`src/rtl/pipe_stall_ctrl_pkg.sv`:
```
// rtl/pipe_stall_ctrl_pkg.sv - stall bus layout, register-zero constant and per-hazard stall masks
package pipe_stall_ctrl_pkg;

  localparam int STALL_BUS = 6;
  localparam int STALL_PC  = 0;
  localparam int STALL_IF  = 1;
  localparam int STALL_ID  = 2;
  localparam int STALL_EX  = 3;
  localparam int STALL_MEM = 4;
  localparam int STALL_WB  = 5;

  localparam logic [4:0] REG_ZERO = 5'd0;

  // Each mask holds every stage up to and including the requesting one.
  localparam logic [STALL_BUS-1:0] MASK_NONE    = 6'b000000;
  localparam logic [STALL_BUS-1:0] MASK_LOADUSE = 6'b000111;
  localparam logic [STALL_BUS-1:0] MASK_EX      = 6'b001111;
  localparam logic [STALL_BUS-1:0] MASK_MEM     = 6'b011111;

endpackage

```
`src/rtl/pipe_stall_ctrl_mult.sv`:
```
// rtl/pipe_stall_ctrl_mult.sv - mult_occupancy_ctr: counts MULT/MULTU occupancy of EX
module mult_occupancy_ctr #(
  parameter int MULT_CYCLES = 4
) (
  input  logic i_clk,
  input  logic i_rst,
  input  logic i_start,
  output logic o_exwait,
  output logic o_busy
);

  localparam int CW = $clog2(MULT_CYCLES) + 1;
  localparam logic [CW-1:0] CNT_LOAD   = CW'(MULT_CYCLES - 1);
  localparam logic          START_WAIT = (MULT_CYCLES > 1);
  localparam logic [CW-1:0] CNT_ONE    = CW'(1);

  logic [CW-1:0] cnt_q;
  logic [CW-1:0] cnt_d;

  // A start seen while the counter is running belongs to the same instruction.
  always_comb begin
    cnt_d    = cnt_q;
    o_exwait = 1'b0;
    if (cnt_q == '0) begin
      if (i_start) begin
        cnt_d    = CNT_LOAD;
        o_exwait = START_WAIT;
      end
    end else begin
      cnt_d    = cnt_q - CNT_ONE;
      o_exwait = (cnt_q > CNT_ONE);
    end
  end

  always_ff @(posedge i_clk) begin
    if (i_rst) begin
      cnt_q <= '0;
    end else begin
      cnt_q <= cnt_d;
    end
  end

  assign o_busy = (cnt_q != '0) & ~i_rst;

endmodule

```
`src/rtl/pipe_stall_ctrl.sv`:
```
// rtl/pipe_stall_ctrl.sv - pipeline stall sequencer; MEM_WATCHDOG_EN adds a sticky memory-wait timeout
module pipe_stall_ctrl
  import pipe_stall_ctrl_pkg::*;
#(
  parameter int MULT_CYCLES = 4,
  parameter int WDOG_CYCLES = 255
) (
  input  logic                 i_clk,
  input  logic                 i_rst,
  input  logic                 i_id_readEnableLeft,
  input  logic                 i_id_readEnableRight,
  input  logic [4:0]           i_id_rs,
  input  logic [4:0]           i_id_rt,
  input  logic                 i_id_takeBranch,
  input  logic                 i_ex_isLoad,
  input  logic [4:0]           i_ex_dest,
  input  logic                 i_ex_multStart,
  input  logic                 i_mem_req,
  input  logic                 i_mem_ack,
  output logic [STALL_BUS-1:0] o_stall,
  output logic                 o_takeBranch,
  output logic                 o_exBusy,
  output logic                 o_memTimeout
);

  logic loaduse;
  logic memwait;
  logic exwait;

  assign loaduse = i_ex_isLoad & (i_ex_dest != REG_ZERO) &
                   ((i_id_readEnableLeft  & (i_id_rs == i_ex_dest)) |
                    (i_id_readEnableRight & (i_id_rt == i_ex_dest)));

  assign memwait = i_mem_req & ~i_mem_ack;

  mult_occupancy_ctr #(
    .MULT_CYCLES(MULT_CYCLES)
  ) u_mult (
    .i_clk   (i_clk),
    .i_rst   (i_rst),
    .i_start (i_ex_multStart),
    .o_exwait(exwait),
    .o_busy  (o_exBusy)
  );

  // Deepest requester wins; its mask already covers every shallower hold.
  always_comb begin
    o_stall = MASK_NONE;
    if (!i_rst) begin
      if (memwait) begin
        o_stall = MASK_MEM;
      end else if (exwait) begin
        o_stall = MASK_EX;
      end else if (loaduse) begin
        o_stall = MASK_LOADUSE;
      end
    end
  end

  assign o_takeBranch = i_id_takeBranch & ~o_stall[STALL_ID] & ~i_rst;

`ifdef MEM_WATCHDOG_EN
  localparam int WW = $clog2(WDOG_CYCLES + 1);
  localparam logic [WW-1:0] WDOG_MAX = WW'(WDOG_CYCLES);
  localparam logic [WW-1:0] WDOG_ONE = WW'(1);

  logic [WW-1:0] wdog_q;
  logic [WW-1:0] wdog_d;
  logic          timeout_q;
  logic          timeout_d;

  // Counter saturates at the limit; the flag only clears through reset.
  always_comb begin
    wdog_d    = '0;
    timeout_d = timeout_q;
    if (memwait) begin
      wdog_d = (wdog_q == WDOG_MAX) ? wdog_q : wdog_q + WDOG_ONE;
      if (wdog_d == WDOG_MAX) begin
        timeout_d = 1'b1;
      end
    end
  end

  always_ff @(posedge i_clk) begin
    if (i_rst) begin
      wdog_q    <= '0;
      timeout_q <= 1'b0;
    end else begin
      wdog_q    <= wdog_d;
      timeout_q <= timeout_d;
    end
  end

  assign o_memTimeout = timeout_q;
`else
  logic unused_wdog_cfg;
  assign unused_wdog_cfg = (WDOG_CYCLES != 0);
  assign o_memTimeout    = 1'b0;
`endif

endmodule
```
`config.mk`:
```
export PLATFORM = sky130hd
export DESIGN_NAME = pipe_stall_ctrl
export DESIGN_NICKNAME = d
export VERILOG_FILES = /design/src/rtl/pipe_stall_ctrl_pkg.sv /design/src/rtl/pipe_stall_ctrl_mult.sv /design/src/rtl/pipe_stall_ctrl.sv
export SDC_FILE = /design/constraint.sdc
export NUM_CORES = 1
export LEC_CHECK = 0
export CAP_MARGIN = 20
export CORE_AREA = 2 2 39 41
export DETAILED_ROUTE_END_ITERATION = 16
export DIE_AREA = 0 0 41 43
export PLACE_DENSITY = 0.7
export SLEW_MARGIN = 10
export SYNTH_ARGS = -nofsm -noshare
export SYNTH_HDL_FRONTEND = slang
export SYNTH_SLANG_ARGS = --single-unit
```
`constraint.sdc`:
```
create_clock -name i_clk -period 5.4 [get_ports i_clk]
set_clock_uncertainty 0.2 [all_clocks]
set_input_delay 1.08 -clock i_clk [delete_from_list [all_inputs] [get_ports i_clk]]
set_output_delay 1.08 -clock i_clk [all_outputs]
set_load 0.01 [all_outputs]
```
-- Word-level counts from Yosys, hierarchy flattened
Cells that the tools add are included.
- input bits: 24
- logic and storage cells: 29
- register bits: 3
- output and inout port bits: 9
- $lt $le $gt $ge: 1
- bitwise gates (word level): 12
- reduce and logical (&&, ||, !) cells: 3
- equal/unequal tests: 3
- $add $sub $neg: 1
- muxes and demuxes: 8
- operators with widths (cell ; number):
    $eq 5x5->1 ; 2
    $mux 5 ; 2
    $mux 3 ; 3
    $and 1x1->1 ; 8
    $reduce_bool 5->1 ; 1
    $mux 4 ; 1
    $gt 3x1->1 const B ; 1
    $logic_not 3->1 ; 1
    $not 1->1 ; 3
    $reduce_bool 3->1 ; 1
    $sub 3x1->3 const B ; 1
    $mux 1 ; 2
    $ne 2x2->1 const B ; 1
    $or 1x1->1 ; 1

-- Logic depth before layout (Yosys ltp)
- word-level depth: 11
- gate-level depth with buffers: 7
- gate-level depth less buffers: 6

-- Modules after synthesis
From an unflattened synthesis, not the netlist that was laid out.
- cell total of the unflattened synthesis: 49
- area total of the unflattened synthesis: 415.4 um^2
- modules (own cells, without submodules) (module ; seq. area each (um^2) ; times used ; area an instance (um^2) ; cells each):
    pipe_stall_ctrl ; 0.0 ; 1 ; 219.0 ; 28
    mult_occupancy_ctr ; 60.1 ; 1 ; 196.4 ; 21

-- Worst setup path before layout
Ideal clock, no wire load.
- path kind: input-to-output
- start point: input i_ex_dest[1]
- end point: output o_takeBranch
- slack: 1.880 ns
- required time: 4.120 ns
- arrival: 2.240 ns
- buffers on the path: 0
- stages on the path: 3
- cell sequence: or4_1 o21a_1 a2111oi_2
- longest elaborated chain between the ends: 11
- elaborated cells between the ends (all ways): 15
- classes of those cells: eq/ne (2); mux (4); bitwise (8); reduce/logical (1)
- RTL lines (item ; RTL line ; source):
    from (decl) ; pipe_stall_ctrl.sv:16 ; input logic [4:0] i_ex_dest,
    $eq 5x5->1 (on tied branches) ; pipe_stall_ctrl.sv:31, pipe_stall_ctrl.sv:32 ;
    $and 1x1->1 (on tied branches) ; pipe_stall_ctrl.sv:31, pipe_stall_ctrl.sv:32 ;
    $or 1x1->1 ; pipe_stall_ctrl.sv:31 ; ((i_id_readEnableLeft & (i_id_rs == i_ex_dest)) |
    $and 1x1->1 * ; pipe_stall_ctrl.sv:30 ; assign loaduse = i_ex_isLoad & (i_ex_dest != REG_ZERO) &
    $mux 3 * ; pipe_stall_ctrl.sv:54 ; end else if (loaduse) begin
    $mux 4 * ; pipe_stall_ctrl.sv:52 ; end else if (exwait) begin
    $mux 5 * ; pipe_stall_ctrl.sv:50 ; if (memwait) begin
    $mux 5 * ; pipe_stall_ctrl.sv:49 ; if (!i_rst) begin
    $not 1->1 * ; pipe_stall_ctrl.sv:60 ; assign o_takeBranch = i_id_takeBranch & ~o_stall[STALL_ID] & ~i_rst;
    $and 1x1->1 * (2 in series) ; pipe_stall_ctrl.sv:60 ;
    to (decl) ; pipe_stall_ctrl.sv:21 ; output logic o_takeBranch,
Every way passes the cells marked *; elsewhere a longest branch is shown, timed or not.

-- Final worst setup path
Ends and elaborated chain as after synthesis.

==> flow_summary.yaml <==
timing:
  hold_violations: 0
  max_freq_mhz: 221
  setup_viol: 0
  final.min_clock_period_ps: 4520
  period_share: 0.838
  drv_slew: 0
  tns_ps: 0
  grt_setup_unrepaired: "no"
layout:
  biggestRegsByFlops: "u_mult.cnt_q x3"
  syn_to_final_growth_pct: 81.6
  num-nets-final: 108
  diodes: 0
  fin_cells: 96
  largest-register: "u_mult.cnt_q"
  nFillCells: 132
  layout-drive-gt1-share: 0.0625
  final_cell_area_um2: 704
  largest_reg_flops: 3
power:
  power.leakage_nw: 0.261
  ir_drop_mv: 0.234
  p_per_area_mw_per_mm2: 311
grt:
  grt_pass1_wl_um: 1450
  overflow: 0
  antenna_found_initial: 0
  grt_use_total: 0.116
  grt_pass1_vias: 389
  grt_max_degree: 9
critical_path:
  cp_slowest_cell: "clkdlybuf4s50_1"
  crit_arrival_ps: 3240
  crit_buf_inv: 2
  cp-start-kind: "input pin"
  critPathTopFamily: "buffers and inverters"
  slowest_delay_ps: 590
  path_cells: "clkdlybuf4s50_1 -> or4_1 -> o21a_1 -> a2111oi_2 -> clkdlybuf4s50_1"
  cpMostUsedCell: "clkdlybuf4s50_1"
  cp.required_ps: 4120
  path_class: "input pin to output pin"
  critPathMaxFanout: 3
  critical_path.endpoint_type: "output pin"
drt:
  first_pass_iters: 1
  wl_um: 945
  vias_per_cell: 4.46
  first_iter_violations: 0
  drtAntennaViolNets: 0
  avgRoutedWirePerCell_um: 9.84
  vias: 428
  drc: 0
yosys:
  synthCells: 50
  postSynthAreaPerCell_um2: 7.76
  ys_warn_count: 0
  netlist_area_um2: 388
  ys_seq_area_frac: 0.155
  synth_seq_cells: 3
  yosysUniqueCellTypes: 22
placed_design:
  io_buffer_count: 30
  hpwl_um: 803
  dpl-instance-area_um2: 678
  gp_congestion: 0.601
  dpl.cell_count: 92
die:
  io_pins: 33
  floorplan.initialDensity: 0.280
  chipWidth_um: 41
  die_area_mm2: 0.00176
  die_h_um: 43
  rows: 14
  fp.coreArea_mm2: 0.00138
clock_tree:
  clock_path_buffers: 2
  clock-root-buffer: "clkbuf_4"
  cts_buffers: 3
  insertion_delay_ps: 230
  numClockSinks: 3
  cts_hold_buf: 0
  post_cts_buffers: 0
  cts_tree: "yes"
  path_clk_slew_ps: 40
  cts_resized: 0
  ctsHtreeMaxLevel: 1
outcome:
  status: "complete, no violations"
min_path:
  hold_class: "flop to flop"
run:
  drv_cap: 0
[layer usage]
metal  vias up  global-route usage  routed length, um  part of all wire
met2        15               0.206                519              0.55
met3         0             0.00524                 83             0.088
met4         0              0.0600                  0                 0
met5         -                   0                  0                 0
li1        228                   -                  -                 -
met1       185               0.128                342              0.36
[where the power goes]
group / internal [W] / total, W / switching, W
logic: 0.0000780 / 0.000137 / 0.0000587
registers: 0.0000332 / 0.0000435 / 0.0000103
clock network: 0.0000277 / 0.0000387 / 0.0000110
total: 0.000139 / 0.000219 / 0.0000800
[cell usage after synthesis]
library cell	n	area (um^2)
xnor2_1	11	96.3
a21oi_1	1	5.00
clkbuf_1	1	3.75
buf_4	4	30.0
nand4_1	2	12.5
ha_1	3	37.5
a31o_2	1	8.76
a211oi_1	2	15.0
inv_1	4	15.0
dfxtp_1	3	60.1
conb_1	1	3.75
nor2b_1	1	6.26
nor3_1	3	15.0
nand2b_1	2	12.5
o22ai_1	1	6.26
o21a_1	1	7.51
a2111oi_2	1	15.0
a31oi_1	1	6.26
nand2_1	2	7.51
o21ai_0	1	5.00
nor2_1	3	11.3
or4_1	1	7.51
[final cells by class]
| class | instances | area (um^2) | share of cell area |
|---|---|---|---|
| Clock buffer | 4 | 26.3 | 0.0373 |
| Timing Repair Buffer | 30 | 300 | 0.426 |
| Inverter | 4 | 15.0 | 0.0213 |
| Sequential cell | 3 | 60.1 | 0.0853 |
| Multi-Input combinational cell | 39 | 283 | 0.401 |
| Tap cell | 16 | 20.0 | 0.0284 |
[layout by cell type, fill, tap and decap left out]
cell type / instances
clkdlybuf4s50_1: 30
xnor2_1: 11
inv_1: 4
nor2_1: 3
nor3_1: 3
ha_1: 3
clkbuf_4: 3
dfxtp_1: 3
nand2b_1: 2
nand4_1: 2
nand2_1: 2
a211oi_1: 2
conb_1: 2
o21ai_0: 1
a21oi_1: 1
a31oi_1: 1
o22ai_1: 1
or4_1: 1
o21a_1: 1
a31o_2: 1
a2111oi_2: 1
nor2b_1: 1
clkbuf_1: 1
[stage by stage]
stage / setup slack (ps) / util / hold slack (ps) / total power (W)
3_5_place_dp: 873 / 0.490 / 341 / 0.000182
2_1_floorplan: 1880 / - / 289 / 0.000129
6_report: 876 / 0.509 / 339 / 0.000219
3_3_place_gp: 868 / 0.490 / 329 / 0.000179
5_1_grt: 795 / 0.509 / 377 / 0.000242
4_1_cts: 868 / 0.509 / 347 / 0.000224
[cells by family after synthesis]
family                     Yosys count  share of synthesized area
and+or+nand+nor                     14                      0.187
AOI/OAI and AO/OA                    9                      0.177
adders and majority gates            3                     0.0968
xor gates and xnor gates            11                      0.248
DFF                                  3                      0.155
other                                1                    0.00967
buffers and inverters                9                      0.126
[path summary, 6_finish.rpt]
| check | depth (start not counted) | slack [ps] | start | to |
|---|---|---|---|---|
| worst min register to register | 1 | 340 | u_mult.cnt_q[0] | u_mult.cnt_q[0] |
| worst max-delay path | 5 | 880 | i_ex_dest[1] | o_takeBranch |
| worst max register to register | 5 | 3980 | u_mult.cnt_q[0] | u_mult.cnt_q[1] |
| worst min-delay path | 1 | 340 | u_mult.cnt_q[0] | u_mult.cnt_q[0] |
Note: power is estimated with default switching activity, not from simulation.
==> patch, RTL diff (config.mk and constraints unchanged) <==
Set the package constant `STALL_BUS` to 8 (it was 6).
--- a/src/rtl/pipe_stall_ctrl_pkg.sv
+++ b/src/rtl/pipe_stall_ctrl_pkg.sv
@@ -1,7 +1,7 @@
 // rtl/pipe_stall_ctrl_pkg.sv - stall bus layout, register-zero constant and per-hazard stall masks
 package pipe_stall_ctrl_pkg;
 
-  localparam int STALL_BUS = 6;
+  localparam int STALL_BUS = 8;
   localparam int STALL_PC  = 0;
   localparam int STALL_IF  = 1;
   localparam int STALL_ID  = 2;
Ports: changed (resized o_stall); port bits go from 33 to 35. The function was not compared with the original's and may differ.
==> patch against the unedited design <==
  * Sequential cell count unchanged
  * Setup slack got worse by 0.00084 ns
  * Critical endpoint unchanged
  * Global-route usage decreased by 0.70 points
  * Clock power barely moved
  * Cell area grew 1.1%
  * Routed wire length increased by 5.2%
  * Core utilization is 0.54 points higher
  * Final cell count grew 2.1%
  * Power rose by 1.1%
  * Area after synthesis is 3.9% higher
==> patch: results (changes against the unedited design) <==
pwr:
  switching_power_w: 0.00008193  # +2.5%
  power_clock_w: 0.0000388  # about the same
  ir_drop_v: 0.0002055  # -12%
  pwr-share-comb_pct: 62.9  # +0.4 points
global_route:
  grt_use_met3_pct: 2.618  # +2.1 points
  grt_pass1_vias: 395  # +1.5%
  grt.total_usage_pct: 10.93  # -0.70 points
status:
  status: "completed"
synthesis:
  synth_fa_ha_area_share_pct: 9.317  # -0.36 points
  synth-seq-area-share_pct: 14.91  # -0.58 points
  synth_top_cells_by_area: "xnor2_1 24%, dfxtp_1 15%, buf_4 11%, ha_1 9.3%, nor3_1 3.7%"
  yosys.area.top_type_share_pct: 23.91  # -0.93 points
  synth_compound_area_share_pct: 17.08  # -0.66 points
  yosys-top-cells-count: "11 x xnor2_1, 6 x buf_4, 4 x inv_1"
  synth_cells: 52  # +4.0%
  synthXorXnorAreaFrac_pct: 23.91  # -0.93 points
layout:
  nNetsFinal: 110  # +1.9%
  stdcell_count: 98  # +2.1%
placed_design:
  placed_cell_area_um2: 685.7  # +1.1%
  hpwlAfterDp_um: 851.6  # +6.1%
  gp_congestion: 0.6329  # +5.3%
  pre_cts_slack_ns: 0.8633  # -0.009439 ns
drt:
  vias_per_cell: 4.418  # -0.90%
  wl_met1_um: 375  # +9.6%
  wl_um: 994  # +5.2%
  met3_length_um: 84  # +1.2%
[patch: path summary, 6_finish.rpt]
kind | endpoint | startpoint | cells after the start | slack [ns]
max | o_takeBranch | i_ex_dest[1] | 5 | 0.88
min | u_mult.cnt_q[0] | u_mult.cnt_q[0] | 1 | 0.34
max reg2reg | u_mult.cnt_q[0] | u_mult.cnt_q[0] | 5 | 3.99
min reg2reg | u_mult.cnt_q[0] | u_mult.cnt_q[0] | 1 | 0.34
[patch: worst max-delay path: cells and delay by family]
family	cells	cell delay, ns
AND/OR/NAND/NOR	1	0.55
AO/OA/AOI/OAI	2	0.55
buffers and inverters	2	1.06
[patch: final cells by class]
type,count,area share [%]
Clock buffer,4,3.691
Inverter,4,2.109
Multi-Input combinational cell,41,40.77
Sequential cell,3,8.436
Tap cell,16,2.812
Timing Repair Buffer,30,42.18
